### config.mk
export PLATFORM = sky130hd
export DESIGN_NAME = vending_machine_mp
export DESIGN_NICKNAME = d
export VERILOG_FILES = /design/src/rtl/vending_pkg.sv /design/src/rtl/vm_change_dispenser.sv /design/src/rtl/vending_machine_mp.sv
export SDC_FILE = /design/constraint.sdc
export NUM_CORES = 1
export LEC_CHECK = 0
export BUFFER_PORTS_ARGS = -buffer_cell sky130_fd_sc_hd__buf_2
export CAP_MARGIN = 0
export CORE_UTILIZATION = 35
export CTS_BUF_LIST = sky130_fd_sc_hd__clkbuf_4 sky130_fd_sc_hd__clkbuf_8 sky130_fd_sc_hd__clkbuf_16
export CTS_CLUSTER_DIAMETER = 40
export DETAILED_ROUTE_END_ITERATION = 10
export PLACE_DENSITY = 0.63
export SLEW_MARGIN = 40
export SYNTH_ARGS = -nofsm -noshare
export SYNTH_HDL_FRONTEND = slang
export SYNTH_SLANG_ARGS = --single-unit
export TNS_END_PERCENT = 50
### constraint.sdc
create_clock -name clk -period 6.4 [get_ports clk]
set_input_delay 0.32 -clock clk [delete_from_list [all_inputs] [get_ports clk]]
set_output_delay 0.32 -clock clk [all_outputs]
set_load 0.05 [all_outputs]
### src/rtl/vending_pkg.sv
`default_nettype none
// ============================================================================
// Module : vending_pkg
// Brief  : Shared coin/change codes, coin valuation and controller state type
//          for the multi-product vending controller.
// Rev    : 1.0  initial release
// ============================================================================
package vending_pkg;

  // Coin acceptor codes
  localparam logic [1:0] COIN_NONE = 2'b00;
  localparam logic [1:0] COIN_5    = 2'b01;
  localparam logic [1:0] COIN_10   = 2'b10;
  localparam logic [1:0] COIN_20   = 2'b11;

  // Hopper change codes
  localparam logic [1:0] CHANGE_NONE = 2'b00;
  localparam logic [1:0] CHANGE_5    = 2'b01;
  localparam logic [1:0] CHANGE_10   = 2'b10;

  // Controller states
  typedef enum logic [1:0] {
    ST_IDLE   = 2'd0,
    ST_VEND   = 2'd1,
    ST_PAYOUT = 2'd2
  } vm_state_t;

  // Monetary value of a coin code (0 for "no coin")
  function automatic logic [4:0] coin_value(input logic [1:0] code);
    logic [4:0] v;
    case (code)
      COIN_5:  v = 5'd5;
      COIN_10: v = 5'd10;
      COIN_20: v = 5'd20;
      default: v = 5'd0;
    endcase
    return v;
  endfunction

endpackage
`default_nettype wire

### src/rtl/vm_change_dispenser.sv
`default_nettype none
// ============================================================================
// Module : vm_change_dispenser
// Brief  : Greedy single-coin change step: picks a 10 when possible, else a 5,
//          and returns the credit left after that coin.
// Rev    : 1.0  initial release
// ============================================================================
module vm_change_dispenser
  import vending_pkg::*;
#(
  parameter int CREDIT_W = 8
) (
  input  logic [CREDIT_W-1:0] credit,
  output logic [1:0]          change_code,
  output logic [CREDIT_W-1:0] credit_next
);

  localparam logic [CREDIT_W-1:0] c_ten  = CREDIT_W'(10);
  localparam logic [CREDIT_W-1:0] c_five = CREDIT_W'(5);

  // Credit is always a multiple of 5, so a nonzero value below 10 is exactly 5
  always_comb begin
    change_code = CHANGE_NONE;
    credit_next = credit;
    if (credit >= c_ten) begin
      change_code = CHANGE_10;
      credit_next = credit - c_ten;
    end else if (credit != '0) begin
      change_code = CHANGE_5;
      credit_next = credit - c_five;
    end
  end

endmodule
`default_nettype wire

### src/rtl/vending_machine_mp.sv
`default_nettype none
// ============================================================================
// Module : vending_machine_mp
// Brief  : Multi-product vending controller: credit accumulation with
//          saturation reject, item selection, cancel/refund and a greedy
//          one-coin-per-cycle change payout.
// Rev    : 1.0  initial release
// ============================================================================
module vending_machine_mp
  import vending_pkg::*;
#(
  parameter int                          N_ITEMS     = 4,
  parameter int                          CREDIT_W    = 8,
  parameter int                          MAX_CREDIT  = 50,
  parameter logic [N_ITEMS*CREDIT_W-1:0] ITEM_PRICES = {8'd30, 8'd25, 8'd20, 8'd15},
  parameter int                          SEL_W       = $clog2(N_ITEMS)
) (
  input  logic                clk,
  input  logic                rst,
  input  logic [1:0]          in,
  input  logic                sel_valid,
  input  logic [SEL_W-1:0]    sel,
  input  logic                cancel,
  output logic                out,
  output logic [SEL_W-1:0]    item,
  output logic [1:0]          change,
  output logic [CREDIT_W-1:0] credit,
  output logic                busy,
  output logic                coin_reject,
  output logic                insufficient
);

  localparam logic [CREDIT_W:0] c_max_ext = (CREDIT_W+1)'(MAX_CREDIT);

  vm_state_t           r_state;
  logic [CREDIT_W-1:0] r_credit;
  logic [SEL_W-1:0]    r_item;
  logic                r_out;
  logic [1:0]          r_change;
  logic                r_busy;
  logic                r_coin_reject;
  logic                r_insufficient;

  logic [CREDIT_W-1:0] w_price;
  logic                w_sel_ok;
  logic                w_short;
  logic                w_coin_present;
  logic [CREDIT_W:0]   w_sum;
  logic                w_fits;
  logic [1:0]          w_chg_code;
  logic [CREDIT_W-1:0] w_chg_credit;
  int unsigned         w_sel_idx;

  // Price lookup for the requested item; out-of-range indices read as 0
  always_comb begin
    w_price = '0;
    for (int i = 0; i < N_ITEMS; i++) begin
      if (sel == SEL_W'(i)) w_price = ITEM_PRICES[i*CREDIT_W +: CREDIT_W];
    end
  end

  // Select validity, credit shortfall and coin-fit checks (one spare bit on the sum)
  always_comb begin
    w_sel_idx      = 32'(sel);
    w_sel_ok       = (w_sel_idx < N_ITEMS);
    w_short        = (r_credit < w_price);
    w_coin_present = (in != COIN_NONE);
    w_sum          = {1'b0, r_credit} + {{(CREDIT_W-4){1'b0}}, coin_value(in)};
    w_fits         = (w_sum <= c_max_ext);
  end

  vm_change_dispenser #(
    .CREDIT_W (CREDIT_W)
  ) u_change (
    .credit      (r_credit),
    .change_code (w_chg_code),
    .credit_next (w_chg_credit)
  );

  // Controller FSM with all outputs registered; strobes default low every cycle
  always_ff @(posedge clk) begin
    if (rst) begin
      r_state        <= ST_IDLE;
      r_credit       <= '0;
      r_item         <= '0;
      r_out          <= 1'b0;
      r_change       <= CHANGE_NONE;
      r_busy         <= 1'b0;
      r_coin_reject  <= 1'b0;
      r_insufficient <= 1'b0;
    end else begin
      r_out          <= 1'b0;
      r_change       <= CHANGE_NONE;
      r_coin_reject  <= 1'b0;
      r_insufficient <= 1'b0;
      case (r_state)
        ST_IDLE: begin
          r_busy <= 1'b0;
          if (cancel && (r_credit != '0)) begin
            // Refund: first coin leaves on this edge
            r_change      <= w_chg_code;
            r_credit      <= w_chg_credit;
            r_state       <= ST_PAYOUT;
            r_busy        <= 1'b1;
            r_coin_reject <= w_coin_present;
          end else if (sel_valid && w_sel_ok && !w_short) begin
            r_item        <= sel;
            r_out         <= 1'b1;
            r_credit      <= r_credit - w_price;
            r_state       <= ST_VEND;
            r_busy        <= 1'b1;
            r_coin_reject <= w_coin_present;
          end else begin
            // A refused select is not an action, so a coin in that cycle is still taken
            if (sel_valid) r_insufficient <= 1'b1;
            if (w_coin_present) begin
              if (w_fits) r_credit <= w_sum[CREDIT_W-1:0];
              else        r_coin_reject <= 1'b1;
            end
          end
        end
        ST_VEND: begin
          r_coin_reject <= w_coin_present;
          if (r_credit != '0) begin
            r_change <= w_chg_code;
            r_credit <= w_chg_credit;
            r_state  <= ST_PAYOUT;
            r_busy   <= 1'b1;
          end else begin
            r_state <= ST_IDLE;
            r_busy  <= 1'b0;
          end
        end
        ST_PAYOUT: begin
          r_coin_reject <= w_coin_present;
          if (r_credit != '0) begin
            r_change <= w_chg_code;
            r_credit <= w_chg_credit;
            r_busy   <= 1'b1;
          end else begin
            r_state <= ST_IDLE;
            r_busy  <= 1'b0;
          end
        end
        default: begin
          r_state <= ST_IDLE;
          r_busy  <= 1'b0;
        end
      endcase
    end
  end

  assign out          = r_out;
  assign item         = r_item;
  assign change       = r_change;
  assign credit       = r_credit;
  assign busy         = r_busy;
  assign coin_reject  = r_coin_reject;
  assign insufficient = r_insufficient;

endmodule
`default_nettype wire

=== Word-level counts from Yosys, hierarchy flattened ===
Cells that the tools add are included.

* Flip-flop bits (word level): 18

* Add/sub/neg operators: 4
* Mux-type cells: 33
* Reduce and logical (&&, ||, !) cells: 14
* $lt $le $gt $ge: 3
* Equality and inequality tests: 13
* Bitwise logic cells: 2

{| class="wikitable"
|+ Operators by type and width
! operator !! count
|-
| $mux 8 || 9
|-
| $pmux 8 s2 || 1
|-
| $pmux 5 s3 || 1
|-
| $mux 2 || 7
|-
| $eq 2x2->1 const B || 5
|-
| $add 8x5->9 || 1
|-
| $le 9x6->1 const B || 1
|-
| $mux 1 || 9
|-
| $ge 8x4->1 const B || 1
|-
| $lt 8x8->1 || 1
|-
| $ne 4x4->1 const B || 2
|-
| $reduce_bool 8->1 || 1
|-
| $sub 8x3->8 const B || 1
|-
| $sub 8x4->8 const B || 1
|-
| $sub 8x8->8 || 1
|-
| $eq 2x1->1 const B || 3
|-
| $pmux 2 s3 || 1
|-
| $mux 5 || 1
|-
| $logic_not 2->1 || 2
|-
| $mux 4 || 1
|-
| $pmux 1 s2 || 2
|-
| $pmux 2 s2 || 1
|-
| $reduce_and 4->1 || 1
|-
| $reduce_bool 2->1 || 2
|-
| other kinds (11) || 13
|}

=== Depth between registers and ports, before layout ===
Gate-level depths: netlist of run 1.

* Word-level depth: 11
* Mapped depth: 12
* Mapped depth without buffers: 11

=== Hierarchy ===
From an unflattened synthesis of run 1, not the netlist that was laid out.

* Cell total of the unflattened synthesis: 253
* Area total of the unflattened synthesis: 2,020.7 um^2

{| class="wikitable"
|+ By module, submodules not included
! module !! instances !! area an instance (um^2) !! seq. area each (um^2) !! cells an instance
|-
| vending_machine_mp || 1 || 1,652.8 || 360.3 || 200
|-
| vm_change_dispenser || 1 || 367.9 || 0.0 || 53
|}

=== Worst setup path before layout of run 1 ===
Ideal clock, no wire load.

* Kind: flip-flop to flip-flop
* From: register r_credit[0] (netlist: credit[0])
* To: register r_credit[7] (netlist: credit[7])
* Data required time: 6,329 ps
* Clock period less this slack: 3,035 ps
* Arrival: 2,965 ps
* Cell stages (with the launch flop): 12
* Setup slack: 3,365 ps
* Cells stage by stage: dfxtp_1 -> inv_1 -> ha_1 -> inv_1 -> fa_1 -> a211oi_1 -> o21ai_0 -> nand2_1 -> a21boi_0 -> a31oi_2 -> or4_1 -> a21oi_1

* Longest elaborated chain between the ends: 6
* Elaborated cells on any way between the ends: 23

{| class="wikitable"
|+ RTL lines
! item !! line !! text
|-
| start, declared || vending_machine_mp.sv:36 || <nowiki>logic [CREDIT_W-1:0] r_credit;</nowiki>
|-
| start signal, assigned || vending_machine_mp.sv:102 || <nowiki>r_credit <= w_chg_credit;</nowiki>
|-
| start signal, assigned || vending_machine_mp.sv:109 || <nowiki>r_credit <= r_credit - w_price;</nowiki>
|-
| start signal, assigned || vending_machine_mp.sv:117 || <nowiki>if (w_fits) r_credit <= w_sum[CREDIT_W-1:0];</nowiki>
|-
| parallel branches: the longest is 6 deep, another holds $add 8x5->9 || n/a ||
|}

Several ways; the timed one is not identified. The select of a mux whose other input is x is not followed.
A chain may end at the register's enable or synchronous reset.

=== Final worst setup path of run 1 ===
* From: register r_credit[0] (netlist: credit[0])
* To: register r_credit[4] (netlist: credit[4])

The elaborated chain is that of the path after synthesis.

==> flow_metrics.env, run 1 <==
export IMPL_wl_per_cell_um=15.3
export IMPL_place_inst=337
export IMPL_start_kind="flip-flop"
export IMPL_nets=304
export IMPL_antenna_found_initial=0
export IMPL_cts_resized=0
export IMPL_hold_viol=0
export IMPL_grt_usage=0.192
export IMPL_fin_crit_sh=0.552
export IMPL_start_util=0.372
export IMPL_place_congestion=0.911
export IMPL_synth_net_count=290
export IMPL_required_ps=6550
export IMPL_whs_ps=399
export IMPL_vias=1954
export IMPL_cts_tree="yes"
export IMPL_crit_chain="inv_1, ha_1, inv_1, fa_1, a211oi_1, o21ai_0, nand2_1, a21boi_0, a31oi_2, nor3_1, a311o_1"
export IMPL_critPathKind="flip-flop to flip-flop"
export IMPL_tightest_slew_ps=711
export IMPL_yosysSeqAreaShare=0.185
export IMPL_detail_route_antenna_nets=0
export IMPL_vias_per_cell=5.73
export IMPL_hold_path_class="input port to flip-flop"
export IMPL_max_freq_mhz=283
export IMPL_cts_sinks=18
export IMPL_first_pass_iters=4
export IMPL_cts_buffer_depth=2
export IMPL_synthCells=258
export IMPL_cts_setup_buffers=0
export IMPL_drc=0
export IMPL_synth_cell_types=58
export IMPL_io_buffer_count=23
export IMPL_fin_setup_tns_ps=0
export IMPL_dieArea_mm2=0.00587
export IMPL_yosysWarnings=0
export IMPL_synth_seq_cells=18
export IMPL_path_clk_slew_ps=70
export IMPL_numCtsBuffers=3
export IMPL_ctsHoldBuffers=0
export IMPL_peakVddDrop_v=0.000220
export IMPL_relSlewSlack=0.525
export IMPL_syn_area_mm2=0.00195
export IMPL_grt_overflow=0
export IMPL_slowest_delay_ps=610
export IMPL_cp_top_family="compound AO/OA/AOI/OAI gates"
export IMPL_dieWidth_um=76.6
export IMPL_drt_total_wl_um=5210
export IMPL_power_density_mw_per_mm2=503
export IMPL_syn_to_final_growth_pct=9.12
export IMPL_status="complete, no violations"
export IMPL_synth_top_flop_cell="dfxtp_1"
export IMPL_arrival_ps=3680
export IMPL_rows=26
export IMPL_crit_top_cell="inv_1"
export IMPL_fin_util=0.406
export IMPL_grt_pass1_vias=1845
export IMPL_drt_iter0_drc=101
export IMPL_synth_edf_count=0
export IMPL_finalNonFillerCells=341
export IMPL_grt_start_max_net_pins=22
export IMPL_grt_pass1_wl_um=8990
export IMPL_min_period_ps=3530
export IMPL_setup_viol=0
export IMPL_cp_num_buf_inv=2
export IMPL_detailedPlacementHpwl_um=3990
export IMPL_crit_path_end_kind="flip-flop"
export IMPL_root_buffer="clkbuf_8"
export IMPL_crit_slowest_cell="a31oi_2"
export IMPL_setup_ws_ps=2870
export IMPL_pre_cts_ws_ps=2820
export IMPL_fillCellCount=561
export IMPL_drive_above_1_share=0.129
export IMPL_max_cap_violations=0
export IMPL_die_y_um=76.6
export IMPL_clk_latency_ps=260
export IMPL_ios=24
export IMPL_async_reset_ff_frac=0
export IMPL_n_antenna_cell=0
export IMPL_grt_setup_unrepaired="no"
export IMPL_fin_worst_skew_ps=6.98
export IMPL_maxSlewViolCount=0
export IMPL_path_max_fanout=17
export IMPL_htree_levels=1
export IMPL_leakage_uw=0.000909
export IMPL_avgSynthCellArea_um2=7.55
export IMPL_core_area_mm2=0.00524
[kinds of logic after synthesis]
group	share of synthesized area
compound gates	0.280
xor+xnor	0.0315
fa+ha+maj	0.162
buf+inv	0.0758
flops	0.185
mux	0.0103
simple gates	0.256
[registers in the layout, summed over array words and instances, names as in the netlist]
signal and flops:
insufficient 1, change 2, r_state 2, coin_reject 1, credit 8, out 1
item 2, busy 1
[report_power, final]
group | internal (µW) | switching (µW)
sequential | 147 | 65.9
combinational | 277 | 483
clock | 54.7 | 40.2
total | 479 | 590
[cell type report]
type	count	area, µm²	share of cell area
Multi-Input combinational cell	208	1440	0.677
Sequential cell	18	360	0.170
Timing Repair Buffer	23	115	0.0541
Tap cell	70	87.6	0.0412
Inverter	18	67.6	0.0318
Clock buffer	4	55.1	0.0259
[synth_stat cells, drive strengths merged, types with 2 or more instances]
master   count  area [µm²]
a21oi       27         146
ha          22         275
nor2        21        81.3
nand2       20        75.1
dfxtp       18         360
inv         18        67.6
nor3        11        55.1
o21ai       11        55.1
buf          9        61.3
xnor2        7        61.3
nand2b       6        37.5
nand3        6        30.0
or3          6        38.8
a2111oi      5        45.0
a211oi       5        37.5
a31oi        5        37.5
clkbuf       5        18.8
nor3b        5        37.5
nor4         5        31.3
a21o         3        22.5
nor2b        3        18.8
a211o        2        17.5
a31o         2        17.5
a32o         2        20.0
and2         2        12.5
fa           2        40.0
mux2i        2        20.0
nand4        2        12.5
o211ai       2        15.0
o21a         2        15.0
o221ai       2        17.5
o31ai        2        15.0
or4          2        18.8
[worst paths after layout]
check	from	endpoint	slack, ps	cells past startpoint
worst max-delay path	credit[0]	credit[4]	2870	11
worst min-delay path	sel_valid	insufficient	400	3
worst max register to register	credit[0]	credit[4]	2870	11
worst min register to register	item[0]	item[0]	490	2
[stage by stage]
stage / cell area, µm² / total power (µW)
final: 2130 / 1070
after global routing: 2130 / 1180
after CTS: 2130 / 1070
after detailed placement: 2070 / 971
after global placement: 2070 / 968
after floorplan: 1950 / 827
[cell usage in the layout, fill, tap and decap left out, types with 5 or more instances in the layout]
master    count
a211oi_1      5
a21oi_1      26
buf_2        23
dfxtp_1      18
ha_1         22
inv_1        18
nand2_1      20
nand2b_1      6
nand3_1       6
nor2_1       20
nor3_1       11
nor3b_1       5
nor4_1        5
o21ai_0      11
or3_1         5
xnor2_1       7
[metal layers]
| metal | up-vias | global-route usage | wire [µm] |
|---|---|---|---|
| li1 | 982 | - | - |
| met1 | 907 | 0.268 | 2530 |
| met2 | 57 | 0.298 | 2290 |
| met3 | 8 | 0.0263 | 280 |
| met4 | 0 | 0.0731 | 107 |
| met5 | - | 0 | 0 |
[worst min-delay path, cell delays in order]
cell and delay (ps):
buf_2 170, nand2_1 80, nor3_1 40
(Power assumes the default switching activity.)
==> run 2, diff against run 1 <==
Clock period 6.4 ns to 3.52 ns, I/O delays scaled along.
==> run 2 against run 1 <==
Net effect:
- final cell count increased by 1.8%
- sequential power increased by 69%
- clock power increased by 82%
- design area increased by 2.1%
- setup slack got worse by 2400 ps
- critical path depth increased by 1
- global-route usage decreased by 0.77 points
==> flow_metrics.env, run 2 (synthesis gave the netlist of run 1 again) <==
export IMPL_detail_route_antenna_nets=0
export IMPL_antenna_found_initial=0
export IMPL_most_common_layout_cells="a21oi_1, buf_2, ha_1, nand2_1, nor2_1"
export IMPL_ctsHoldBuffers=0
export IMPL_cp_num_buf_inv=3
export IMPL_grt_pass1_wl_um=8800
export IMPL_cts_sinks=18
export IMPL_maxSlewViolCount=0
export IMPL_layout_commonest_cell="a21oi_1"
export IMPL_vias_per_cell=5.67
export IMPL_fin_worst_skew_ps=4.73
export IMPL_drt_total_wl_um=5200
export IMPL_vias=1969
export IMPL_min_period_ps=3050
export IMPL_place_congestion=0.915
export IMPL_power_density_mw_per_mm2=919
export IMPL_grt_setup_unrepaired="no"
export IMPL_required_ps=3700
export IMPL_crit_chain="inv_1, ha_1, inv_1, fa_1, a211oi_1, o21ai_0, nand2_1, a21boi_0, a31oi_2, buf_4, a21oi_1, o31ai_1"
export IMPL_numCtsBuffers=3
export IMPL_crit_slowest_cell="fa_1"
export IMPL_max_freq_mhz=328
export IMPL_dpl_instance_area_mm2=0.00212
export IMPL_slowest_delay_ps=430
export IMPL_clk_latency_ps=260
export IMPL_wl_per_cell_um=15.0
export IMPL_grt_start_max_net_pins=22
export IMPL_grt_usage=0.185
export IMPL_critPathKind="flip-flop to flip-flop"
export IMPL_hold_start="sel_valid"
export IMPL_drive_above_1_share=0.148
export IMPL_cts_tree="yes"
export IMPL_core_area_mm2=0.00524
export IMPL_pre_cts_ws_ps=516
export IMPL_timing_critical_path_from="credit[0]"
export IMPL_start_kind="flip-flop"
export IMPL_r2r_start="credit[0]"
export IMPL_detailedPlacementHpwl_um=4010
export IMPL_ios=24
export IMPL_cts_setup_buffers=0
export IMPL_io_buffer_count=23
export IMPL_arrival_ps=3220
export IMPL_max_cap_violations=0
export IMPL_setup_ws_ps=473
export IMPL_root_buffer="clkbuf_8"
export IMPL_peakVddDrop_v=0.000310
export IMPL_dieArea_mm2=0.00587
export IMPL_path_clk_slew_ps=70
export IMPL_fin_crit_sh=0.866
export IMPL_nets=310
export IMPL_cp_top_family="compound AO/OA/AOI/OAI gates"
export IMPL_start_util=0.372
export IMPL_rows=26
export IMPL_cts_resized=0
export IMPL_fillCellCount=544
export IMPL_status="complete, no violations"
export IMPL_hold_path_class="input port to flip-flop"
export IMPL_drt_iter0_drc=97
export IMPL_n_antenna_cell=0
export IMPL_path_max_fanout=10
export IMPL_fin_util=0.414
export IMPL_crit_top_cell="inv_1"
export IMPL_syn_to_final_growth_pct=11.4
export IMPL_cts_buffer_depth=2
export IMPL_drc=0
export IMPL_grt_overflow=0
export IMPL_fin_setup_tns_ps=0
export IMPL_tightest_slew_ps=660
export IMPL_finalPower_uw=1990
export IMPL_setup_viol=0
export IMPL_stdcell_area_mm2=0.00217
export IMPL_first_pass_iters=4
export IMPL_crit_path_end_kind="flip-flop"
export IMPL_hold_viol=0
export IMPL_grt_pass1_vias=1816
export IMPL_ff2ff_setup_slack_ps=470
export IMPL_die_y_um=76.6
export IMPL_relSlewSlack=0.560
export IMPL_dieWidth_um=76.6
export IMPL_leakage_uw=0.000938
export IMPL_htree_levels=1
export IMPL_largest_reg_flops=8
==> run 2: metrics by stage <==
step                      hold slack (ps)  instances
after global placement                466        343
after detailed placement              484        343
after CTS                             259        347
after global routing                  293        347
after floorplan                       391        258
final                                 267        347
==> run 2: metal layers <==
| metal | global-route usage | part of all wire |
|---|---|---|
| met1 | 0.250 | 0.47 |
| met2 | 0.294 | 0.45 |
| met3 | 0.0323 | 0.065 |
| met4 | 0.0615 | 0.017 |
| met5 | 0 | 0 |
==> run 2: worst paths after layout <==
check	cells past startpoint	end
worst min-delay path	3	insufficient
worst max register to register	12	credit[0]
worst min register to register	2	item[0]
worst max-delay path	12	credit[0]
==> run 2: tightest hold or removal path, stage by stage <==
cell	delay, ps
buf_2	170
nand2_1	90
nor3_1	40
==> run 2: final cells by class <==
class                           count  area (µm²)  share of cell area
Multi-Input combinational cell    208        1440               0.663
Sequential cell                    18         360               0.166
Timing Repair Buffer               29         160              0.0738
Tap cell                           70        87.6              0.0403
Inverter                           18        67.6              0.0311
Clock buffer                        4        55.1              0.0254
==> run 2: power breakdown <==
group	leakage, µW	internal [µW]	switching (µW)
clock network	0.0000288	99.5	73.1
registers	0.000148	267	92.0
logic	0.000761	551	911
